## config.mk

```make
export PLATFORM = sky130hd
export DESIGN_NAME = lane_rot_shift_pipe
export DESIGN_NICKNAME = d
export VERILOG_FILES = /design/src/rtl/lane_rot_shift_pkg.sv /design/src/rtl/lane_rot_shift_level.sv /design/src/rtl/lane_rot_shift_pipe.sv
export SDC_FILE = /design/constraint.sdc
export NUM_CORES = 1
export LEC_CHECK = 0
export CORE_MARGIN = 8
export CORE_UTILIZATION = 35
export CTS_CLUSTER_DIAMETER = 150
export DETAILED_ROUTE_END_ITERATION = 7
export PLACE_DENSITY = 0.67
export SYNTH_ARGS = -nofsm -noshare
export SYNTH_HDL_FRONTEND = slang
export SYNTH_SLANG_ARGS = --single-unit
```

## constraint.sdc

```tcl
create_clock -name clk_i -period 3.6 [get_ports clk_i]
set_input_delay 0.54 -clock clk_i [delete_from_list [all_inputs] [get_ports clk_i]]
set_output_delay 0.54 -clock clk_i [all_outputs]
set_load 0.1 [all_outputs]
```

## src/rtl/lane_rot_shift_pkg.sv

```systemverilog
// lane_rot_shift_pkg
//   Shared definitions for the lane rotator/shifter pipeline:
//     - mode encodings OP_ROL .. OP_SRA (101-111 are reserved)
//     - clog2(): ceiling log2 usable in parameter expressions
//     - is_reserved(): true for the reserved mode encodings
//     - LRS_PARAM_CHECK: elaboration-time parameter guard
//       LRS_PARAM_CHECK(label, condition, message)
`ifndef LANE_ROT_SHIFT_PKG_SV
`define LANE_ROT_SHIFT_PKG_SV

`define LRS_PARAM_CHECK(label, cond, msg) \
   if (!(cond)) begin : label \
      $error(msg); \
   end

package lane_rot_shift_pkg;

   localparam logic [2:0] OP_ROL = 3'b000;
   localparam logic [2:0] OP_ROR = 3'b001;
   localparam logic [2:0] OP_SLL = 3'b010;
   localparam logic [2:0] OP_SRL = 3'b011;
   localparam logic [2:0] OP_SRA = 3'b100;

   function automatic int clog2(input int value);
      int result;
      int rem;
      result = 0;
      rem    = value - 1;
      while (rem > 0) begin
         result = result + 1;
         rem    = rem >> 1;
      end
      return result;
   endfunction

   function automatic logic is_reserved(input logic [2:0] op);
      return op > OP_SRA;
   endfunction

endpackage

`endif

```

## src/rtl/lane_rot_shift_level.sv

```systemverilog
// lane_rot_shift_level
//   One combinational level of the lane network. When en is set the word is
//   moved by DIST lanes in the direction and with the fill that op selects;
//   otherwise, or for a reserved op, data passes through unchanged.
//   Parameters: DATA_W (word width), LANE_W (lane width), DIST (lanes moved)
//   Ports:
//     data_i  in   DATA_W  word entering this level
//     en      in   1       amount bit belonging to this level
//     op      in   3       mode encoding
//     data_o  out  DATA_W  word leaving this level
module lane_rot_shift_level
   import lane_rot_shift_pkg::*;
#(
   parameter int DATA_W = 32,
   parameter int LANE_W = 8,
   parameter int DIST   = 1
) (
   input  logic [DATA_W-1:0] data_i,
   input  logic              en,
   input  logic [2:0]        op,
   output logic [DATA_W-1:0] data_o
);

   localparam int SH = DIST * LANE_W;

   // Arithmetic right shift keeps the MSB intact, so chaining SRA levels
   // still fills with the sign of the original operand.
   always_comb begin
      // NOTE: data_o is assigned before any branch so every path drives it
      // and no latch is inferred.
      data_o = data_i;
      if (en) begin
         case (op)
            OP_ROL:  data_o = {data_i[DATA_W-SH-1:0], data_i[DATA_W-1:DATA_W-SH]};
            OP_ROR:  data_o = {data_i[SH-1:0], data_i[DATA_W-1:SH]};
            OP_SLL:  data_o = {data_i[DATA_W-SH-1:0], {SH{1'b0}}};
            OP_SRL:  data_o = {{SH{1'b0}}, data_i[DATA_W-1:SH]};
            OP_SRA:  data_o = {{SH{data_i[DATA_W-1]}}, data_i[DATA_W-1:SH]};
            default: data_o = data_i;
         endcase
      end
   end

endmodule

```

## src/rtl/lane_rot_shift_pipe.sv

```systemverilog
// lane_rot_shift_pipe
//   Pipelined lane rotator/shifter (ROL, ROR, SLL, SRL, SRA) with valid/ready
//   on both sides. The amount counts LANE_W-bit lanes. Latency is PIPE_STAGES
//   cycles; full throughput, with no bubbles on simultaneous fill and drain.
//   Ports:
//     clk_i        in   1       clock, rising edge
//     rst_i        in   1       synchronous active-high reset
//     in_valid_i   in   1       input transfer request
//     in_ready_o   out  1       input can be accepted this cycle
//     operand_i    in   DATA_W  word to rotate or shift
//     amount_i     in   AMT_W   distance in lanes
//     op_i         in   3       mode
//     tag_i        in   TAG_W   sideband tag, carried unmodified
//     out_valid_o  out  1       result available
//     out_ready_i  in   1       downstream accepts the result
//     result_o     out  DATA_W  rotated or shifted word
//     tag_o        out  TAG_W   tag of result_o
//     illegal_o    out  1       op was a reserved encoding
//     zero_o       out  1       result_o == 0
module lane_rot_shift_pipe
   import lane_rot_shift_pkg::*;
#(
   parameter int  DATA_W      = 32,
   parameter int  LANE_W      = 8,
   parameter int  PIPE_STAGES = 2,
   parameter int  TAG_W       = 4,
   localparam int NLANE       = DATA_W / LANE_W,
   localparam int AMT_W       = clog2(NLANE)
) (
   input  logic              clk_i,
   input  logic              rst_i,
   input  logic              in_valid_i,
   output logic              in_ready_o,
   input  logic [DATA_W-1:0] operand_i,
   input  logic [AMT_W-1:0]  amount_i,
   input  logic [2:0]        op_i,
   input  logic [TAG_W-1:0]  tag_i,
   output logic              out_valid_o,
   input  logic              out_ready_i,
   output logic [DATA_W-1:0] result_o,
   output logic [TAG_W-1:0]  tag_o,
   output logic              illegal_o,
   output logic              zero_o
);

   `LRS_PARAM_CHECK(g_chk_stages, (PIPE_STAGES == 1) || (PIPE_STAGES == 2),
                    "lane_rot_shift_pipe: PIPE_STAGES must be 1 or 2")
   `LRS_PARAM_CHECK(g_chk_lane_div, (LANE_W > 0) && (DATA_W % LANE_W == 0),
                    "lane_rot_shift_pipe: DATA_W must be a multiple of LANE_W")
   `LRS_PARAM_CHECK(g_chk_nlane, (NLANE >= 2) && ((1 << AMT_W) == NLANE),
                    "lane_rot_shift_pipe: DATA_W/LANE_W must be a power of 2, >= 2")

   // Item presented to the output register by the last network level.
   logic              fin_valid;
   logic [DATA_W-1:0] fin_data;
   logic [2:0]        fin_op;
   logic [TAG_W-1:0]  fin_tag;

   // Output register loads when empty or its item leaves this cycle.
   logic load_out;
   assign load_out = !out_valid_o || out_ready_i;

   if (PIPE_STAGES == 1) begin : g_one
      logic [AMT_W:0][DATA_W-1:0] chain;
      assign chain[0] = operand_i;

      for (genvar j = 0; j < AMT_W; j++) begin : g_lvl
         lane_rot_shift_level #(
            .DATA_W (DATA_W),
            .LANE_W (LANE_W),
            .DIST   (1 << j)
         ) u_level (
            .data_i (chain[j]),
            .en     (amount_i[j]),
            .op     (op_i),
            .data_o (chain[j+1])
         );
      end

      assign fin_valid  = in_valid_i;
      assign fin_data   = chain[AMT_W];
      assign fin_op     = op_i;
      assign fin_tag    = tag_i;
      assign in_ready_o = load_out;
   end else begin : g_two
      // Low levels run before the mid register, high levels after it.
      localparam int SPLIT = AMT_W / 2;

      logic [SPLIT:0][DATA_W-1:0]       front;
      logic [AMT_W-SPLIT:0][DATA_W-1:0] back;
      logic                             mid_valid;
      logic [DATA_W-1:0]                mid_data;
      logic [AMT_W-1:SPLIT]             mid_amt;
      logic [2:0]                       mid_op;
      logic [TAG_W-1:0]                 mid_tag;
      logic                             load_mid;

      // Mid stage frees up whenever the output register takes its item.
      assign load_mid = !mid_valid || load_out;

      assign front[0] = operand_i;
      for (genvar j = 0; j < SPLIT; j++) begin : g_front
         lane_rot_shift_level #(
            .DATA_W (DATA_W),
            .LANE_W (LANE_W),
            .DIST   (1 << j)
         ) u_level (
            .data_i (front[j]),
            .en     (amount_i[j]),
            .op     (op_i),
            .data_o (front[j+1])
         );
      end

      always_ff @(posedge clk_i) begin
         // NOTE: only the valid bit is reset here. The payload is written
         // only together with a set valid and never observed otherwise, so
         // clearing it would add reset fan-out for no behavioural change.
         if (rst_i) begin
            mid_valid <= 1'b0;
         end else if (load_mid) begin
            mid_valid <= in_valid_i;
            if (in_valid_i) begin
               mid_data <= front[SPLIT];
               mid_amt  <= amount_i[AMT_W-1:SPLIT];
               mid_op   <= op_i;
               mid_tag  <= tag_i;
            end
         end
      end

      assign back[0] = mid_data;
      for (genvar j = SPLIT; j < AMT_W; j++) begin : g_back
         lane_rot_shift_level #(
            .DATA_W (DATA_W),
            .LANE_W (LANE_W),
            .DIST   (1 << j)
         ) u_level (
            .data_i (back[j-SPLIT]),
            .en     (mid_amt[j]),
            .op     (mid_op),
            .data_o (back[j-SPLIT+1])
         );
      end

      assign fin_valid  = mid_valid;
      assign fin_data   = back[AMT_W-SPLIT];
      assign fin_op     = mid_op;
      assign fin_tag    = mid_tag;
      assign in_ready_o = load_mid;
   end

   // Output register. Payload is cleared on reset because it is visible on
   // the ports, and it only changes when a new item is taken.
   always_ff @(posedge clk_i) begin
      // NOTE: non-blocking assignments keep every register sampling the
      // pre-edge values, independent of statement order.
      if (rst_i) begin
         out_valid_o <= 1'b0;
         result_o    <= '0;
         tag_o       <= '0;
         illegal_o   <= 1'b0;
      end else if (load_out) begin
         out_valid_o <= fin_valid;
         if (fin_valid) begin
            result_o  <= fin_data;
            tag_o     <= fin_tag;
            illegal_o <= is_reserved(fin_op);
         end
      end
   end

   assign zero_o = (result_o == '0);

endmodule

```

=== Word-level counts from Yosys, hierarchy flattened ===
Index checks and enable logic that the tools add are counted.

* Register bits after elaboration: 79
* Input bits: 45
* Output and inout port bits: 40
* Logic and storage cells: 33

* Order comparisons: 1
* Equal/unequal tests: 8
* Mux-type cells: 4
* Bitwise logic cells: 1
* Reduce and logical (&&, ||, !) cells: 10

{| class="wikitable"
|+ Operators by type and width
! cell !! count
|-
| $pmux 32 s5 || 1
|-
| $pmux 32 s4 || 1
|-
| $mux 32 || 2
|-
| $logic_not 32->1 || 1
|-
| $eq 3x2->1 const B || 4
|-
| $eq 3x1->1 const B || 2
|-
| $eq 3x3->1 const B || 2
|-
| $logic_not 3->1 || 2
|-
| $gt 3x3->1 const B || 1
|-
| $reduce_and 3->1 || 1
|-
| $logic_not 1->1 || 2
|-
| $logic_or 1x1->1 || 2
|-
| $reduce_and 2->1 || 1
|-
| $reduce_or 2->1 || 1
|-
| $not 1->1 || 1
|}

=== Logic depth before layout (Yosys ltp) ===
* Depth after elaboration: 4
* Depth in mapped cells: 6

=== Modules after synthesis ===
Synthesis repeated with hierarchy kept, for this count alone.

* Cell total of the unflattened synthesis: 481
* Area total of the unflattened synthesis: 4259.1 µm²

{| class="wikitable"
|+ By module, submodules not included
! module !! times used !! cells an instance !! area each (µm²) !! sequential area each (µm²)
|-
| lane_rot_shift_pipe || 1 || 229 || 2846.5 || 1981.9
|-
| lane_rot_shift_level at g_two.g_front[0].u_level || 1 || 155 || 835.8 || 0.0
|-
| lane_rot_shift_level at g_two.g_back[1].u_level || 1 || 97 || 576.8 || 0.0
|}

=== Worst setup path after synthesis ===
No wires, ideal clock.

* Path type: reg2reg
* From: reg out_valid_o
* To: reg g_two.mid_op[0] (netlist: fin_op[0]) (enable)
* Setup time: 401 ps
* Arrival time: 2860 ps
* Setup slack: 338 ps
* Stages on the path, launching flop included: 5
* Buffers on the path: 1
* Period minus slack after synthesis: 3262 ps
* Cells stage by stage: dfxtp_1 nor2b_1 buf_6 nand2_1 and3b_1

* Cells in the longest elaborated chain, start to end: 4

{| class="wikitable"
|+ RTL lines
! what !! line !! RTL
|-
| from (decl) || lane_rot_shift_pipe.sv:38 || <nowiki>output logic out_valid_o,</nowiki>
|-
| from (signal assigned) || lane_rot_shift_pipe.sv:164 || <nowiki>out_valid_o <= fin_valid;</nowiki>
|-
| $logic_not 1->1 || lane_rot_shift_pipe.sv:61 || <nowiki>assign load_out = !out_valid_o || out_ready_i;</nowiki>
|-
| $logic_or 1x1->1 || lane_rot_shift_pipe.sv:61 ||
|-
| $logic_or 1x1->1 || lane_rot_shift_pipe.sv:99 || <nowiki>assign load_mid = !mid_valid || load_out;</nowiki>
|-
| via in_ready_o || lane_rot_shift_pipe.sv:33 || <nowiki>output logic in_ready_o,</nowiki>
|-
| $reduce_and 3->1 (no source line) || n/a ||
|-
| to (signal assigned) || lane_rot_shift_pipe.sv:126 || <nowiki>mid_op <= op_i;</nowiki>
|-
| to (decl) || lane_rot_shift_pipe.sv:94 || <nowiki>logic [2:0] mid_op;</nowiki>
|}

The timed path passes the listed nets, and every way through them passes these cells.
A chain may end at the register's enable or synchronous reset.

=== Worst setup path in the final report ===
* From: reg result_o[16]
* To: out zero_o

* Cells in the longest elaborated chain, start to end: 1

{| class="wikitable"
|+ RTL lines
! what !! line !! RTL
|-
| from (decl) || lane_rot_shift_pipe.sv:40 || <nowiki>output logic [DATA_W-1:0] result_o,</nowiki>
|-
| from (signal assigned) || lane_rot_shift_pipe.sv:166 || <nowiki>result_o <= fin_data;</nowiki>
|-
| $logic_not 32->1 || lane_rot_shift_pipe.sv:173 || <nowiki>assign zero_o = (result_o == '0);</nowiki>
|-
| to (decl) || lane_rot_shift_pipe.sv:43 || <nowiki>output logic zero_o</nowiki>
|}

No other way between the ends.

==> results <==
- The data required time at the worst endpoint is 3.06 ns.
- At the end of routability-driven placement, the weighted congestion stood at 0.867.
- The latest clock arrival within the worst-skew pair is roughly 0.34 ns.
- After floorplanning, the core was divided into 39 placement rows.
- The critical path class is reg2out.
- Derived from the worst setup path, the maximum achievable clock frequency is approximately 0.40 GHz.
- Yosys mapped a number of flops with a built-in enable equal to 40.
- The setup TNS is 0 ns.
- Along the worst hold path, the cell count comes to 2.
- The number of global-route vias before repair is approximately 3600.
- In the synthesized netlist, the number of instances is between 400 and 500.
- The die outline width is 122 µm.
- The tool flagged a number of max-cap violations equal to 0.
- The wire length of the first global-routing pass is ~20 mm.
- Of the available clock period, the critical path in the final layout requires 0.689.
- The launch instance of the worst register-to-register path is fin_op[0]$_DFFE_PP_.
- The clock period minus final worst setup slack is 2.48 ns.
- The number of failing hold endpoints at the final stage was 0.
- The die area is 0.0150 mm².
- Counting cells, the worst reg-to-reg path comes to 3.
- The reported leakage power is 1.64 nW.
- Tracing the worst setup path back leads to its startpoint at result_o[16]$_SDFFE_PP0P_.
- VDD sags by at most 0.262 mV.
- The relative max-transition margin is 0.235.
- For this design the ratio of total power to cell area is between 400 and 500 mW/mm².
- The quantity of hold-fixing buffers added after cts is 0.
- The repair_antennas step left the layout with diodes totalling 0.
- The first-iteration detailed-routing DRC count is between 200 and 300.
- The post-CTS setup-driven buffer insertion count is 0.
- The clock arrives with roughly 0.011 ns of skew.
- The area added between synthesis and finish is 31.2%.
- The multi-input combinational cells in the finished layout cover a total of 0.00171 mm².
- Dividing the detail-routed wire length by the instance count gives 19.3 µm.
- The clock transition at the registers of the reported paths is 0.06 ns.
- No sink is reached through more buffers than the 2 on the longest clock path.
- The total core area is 0.0112 mm².
- The final net count is 543.
- The kind of start point of the critical path is a register.
- The post-detailed-placement half-perimeter wirelength is a little over 9 mm.
- The count of placed standard cells including taps is 629.
- Setup repair after global routing left no endpoint under its margin.
- Across the whole layout, storage elements account for 0.00198 mm².
- The number of distinct library cell variants in the gate-level netlist after synthesis is 37.
- Data arrives at the worst endpoint at just under 2 ns.
- The total count of max-transition violations in the final report came to 0.
- The number of filler instances in the final layout is 1094.
- The kind of end point of the critical path is an output pin.
- The final non-filler cell total is 646.
- The post-detailed-route DRC marker count is 0.
- For this run, the number of Yosys warnings is 0.
- In this run the worst path has a maximum fanout of 3.
- The residual overflow from global routing is 0.
- The count of input and output buffers is 84.
- The final number of setup-violating endpoints is 0.
- The most critical setup path has its endpoint at zero_o.
- The endpoint identified for the worst register-to-register timing path is result_o[24]$_SDFFE_PP0P_.
- Clock tree synthesis found a total of just under 80 sinks.
- The most used flip-flop cell after synthesis is sky130_fd_sc_hd__edfxtp_1.
- TritonCTS built the clock tree.
- 85 I/O pins were placed.
- Clock tree synthesis selected as its root buffer the cell sky130_fd_sc_hd__clkbuf_16.
- The slack of the worst reg-to-reg path is 1.58 ns.
- In the final layout, the share of cells above drive strength 1 is 0.0716.
- The synthesized area divided by synthesized cell count is about 9 µm².
- In this run the cell area of the synthesized design comes to 0.00396 mm².
- The iteration count of the initial detailed-routing pass is 4.
- When the netlist entered floorplanning its net count stood at 476.
- The number of gates resized after CTS is 0.
- The initial antenna violation count is 0.
- Clock tree synthesis inserted a total of 9 buffers.
- The type of the tightest min-delay check is reg2reg.
- The via-per-instance ratio is between 5 and 6.
- Of the synthesized area, sequential elements account for 0.500.
- The flow ran to the end, and the final reports show no timing, DRC or antenna violations.
- The die extent in y is 122 µm.
- Entering global routing, the biggest net connects 41 pins.
- Summed over all layers, the routed wires come to 12.5 mm.
- The via total after detailed routing is 3727.
- The remaining antenna violation count is 0.
- The total routing usage reported by global routing is 0.167.
- The initial utilization of the core area, before any placement, comes to 0.353.
- Of all flip-flops after synthesis, the portion carrying an async set or reset was 0.
- Measured on the finished design, the core utilization comes to 0.463.
- For the pin with the worst max-slew slack, the measured transition is ~1.1 ns.
- After synthesis the netlist holds a flip-flop and latch count of just under 80.
- The H-tree was split into 3 levels.
-- state kept, by name, summed over array words and instances, names as in the netlist --
register        count
fin_valid           1
out_valid_o         1
g_two.mid_amt       1
fin_op              3
result_o           32
g_two.mid_data     32
tag_o               4
illegal_o           1
fin_tag             4
-- placed cells by master (no fill, tap or decap), types with 2 or more instances in the layout --
cell type,instances
sky130_fd_sc_hd__edfxtp_1,40
sky130_fd_sc_hd__a311oi_1,17
sky130_fd_sc_hd__nand3b_1,8
sky130_fd_sc_hd__nor4_1,8
sky130_fd_sc_hd__clkdlybuf4s50_1,82
sky130_fd_sc_hd__clkinvlp_4,3
sky130_fd_sc_hd__nand2_1,26
sky130_fd_sc_hd__a21oi_1,71
sky130_fd_sc_hd__buf_4,18
sky130_fd_sc_hd__nor2_1,5
sky130_fd_sc_hd__inv_1,16
sky130_fd_sc_hd__a211oi_1,15
sky130_fd_sc_hd__nand3_1,22
sky130_fd_sc_hd__o22a_1,7
sky130_fd_sc_hd__dfxtp_1,39
sky130_fd_sc_hd__nor2b_1,3
sky130_fd_sc_hd__nand2b_1,8
sky130_fd_sc_hd__a31oi_1,25
sky130_fd_sc_hd__clkbuf_16,9
sky130_fd_sc_hd__o21ai_0,46
sky130_fd_sc_hd__o21ai_1,2
sky130_fd_sc_hd__o32ai_1,14
sky130_fd_sc_hd__nand4_1,2
-- worst min path at each step --
stage | start | slack (ns) | endpoint
detailed placement | result_o[16]$_SDFFE_PP0P_ | 0.47 | result_o[16]$_SDFFE_PP0P_
global route | result_o[16]$_SDFFE_PP0P_ | 0.51 | result_o[16]$_SDFFE_PP0P_
CTS | result_o[16]$_SDFFE_PP0P_ | 0.48 | result_o[16]$_SDFFE_PP0P_
global placement | result_o[17]$_SDFFE_PP0P_ | 0.47 | result_o[17]$_SDFFE_PP0P_
floorplan | fin_tag[3]$_DFFE_PP_ | 0.49 | tag_o[3]$_SDFFE_PP0P_
finish | result_o[16]$_SDFFE_PP0P_ | 0.48 | result_o[16]$_SDFFE_PP0P_
-- cells in the mapped netlist (all sizes together), types with 10 or more instances --
cell    count  share of area
a21oi      71          0.090
o21ai      48          0.061
edfxtp     40           0.30
dfxtp      39           0.20
clkbuf     34          0.032
nand2      26          0.025
a31oi      25          0.039
nand3      22          0.028
a311oi     17          0.038
inv        17          0.017
a211oi     15          0.028
o32ai      15          0.035
buf        10          0.018
-- layout make-up --
type / instances / share of cell area
multi-input cells: 291 / 0.330
flip-flops and latches: 79 / 0.382
repair buffers: 100 / 0.184
inverters: 17 / 0.0128
clock buffers: 9 / 0.0434
well taps: 143 / 0.0344
clock inverters: 7 / 0.0137
-- worst max-delay path, stage by stage (launching register included) --
cell and delay [ns]:
sky130_fd_sc_hd__dfxtp_1 0.32, sky130_fd_sc_hd__nor4_1 0.55, sky130_fd_sc_hd__nand4_1 0.26, sky130_fd_sc_hd__nor2_1 0.17
sky130_fd_sc_hd__buf_4 0.30
-- cells by family after synthesis --
| family | Yosys count | share of synthesized area |
|---|---|---|
| AOI/OAI and AO/OA | 202 | 0.314 |
| and+or+nand+nor | 88 | 0.116 |
| DFF | 79 | 0.500 |
| buffers and inverters | 61 | 0.0667 |
| muxes | 1 | 0.00253 |
-- per-layer routing --
layer | global-route usage | share of wire | vias to the layer above | wire length, µm
met3 | 0.0492 | 0.10 | 22 | 1250
met4 | 0.0647 | 0.022 | 0 | 275
li1 | - | - | 1793 | -
met2 | 0.245 | 0.43 | 196 | 5380
met5 | 0 | 0 | - | 0
met1 | 0.226 | 0.45 | 1716 | 5580
-- where the power goes --
group	leakage (nW)	internal, mW	total (mW)	switching (mW)
combinational	0.813	0.171	0.553	0.382
clock	0.134	0.535	0.892	0.356
sequential	0.695	1.01	1.05	0.0437
total	1.64	1.71	2.50	0.782
-- per-stage QoR --
step	instance area [µm²]	hold WS (ns)	total power, mW	setup WS, ns
3_3_place_gp	4890	0.470	1.61	1.04
5_1_grt	5190	0.506	2.59	1.09
3_5_place_dp	4890	0.468	1.62	0.987
6_report	5190	0.475	2.50	1.12
4_1_cts	5190	0.480	2.51	1.04
2_1_floorplan	3960	0.492	1.43	0.338
Note: power is estimated with default switching activity, not from simulation.
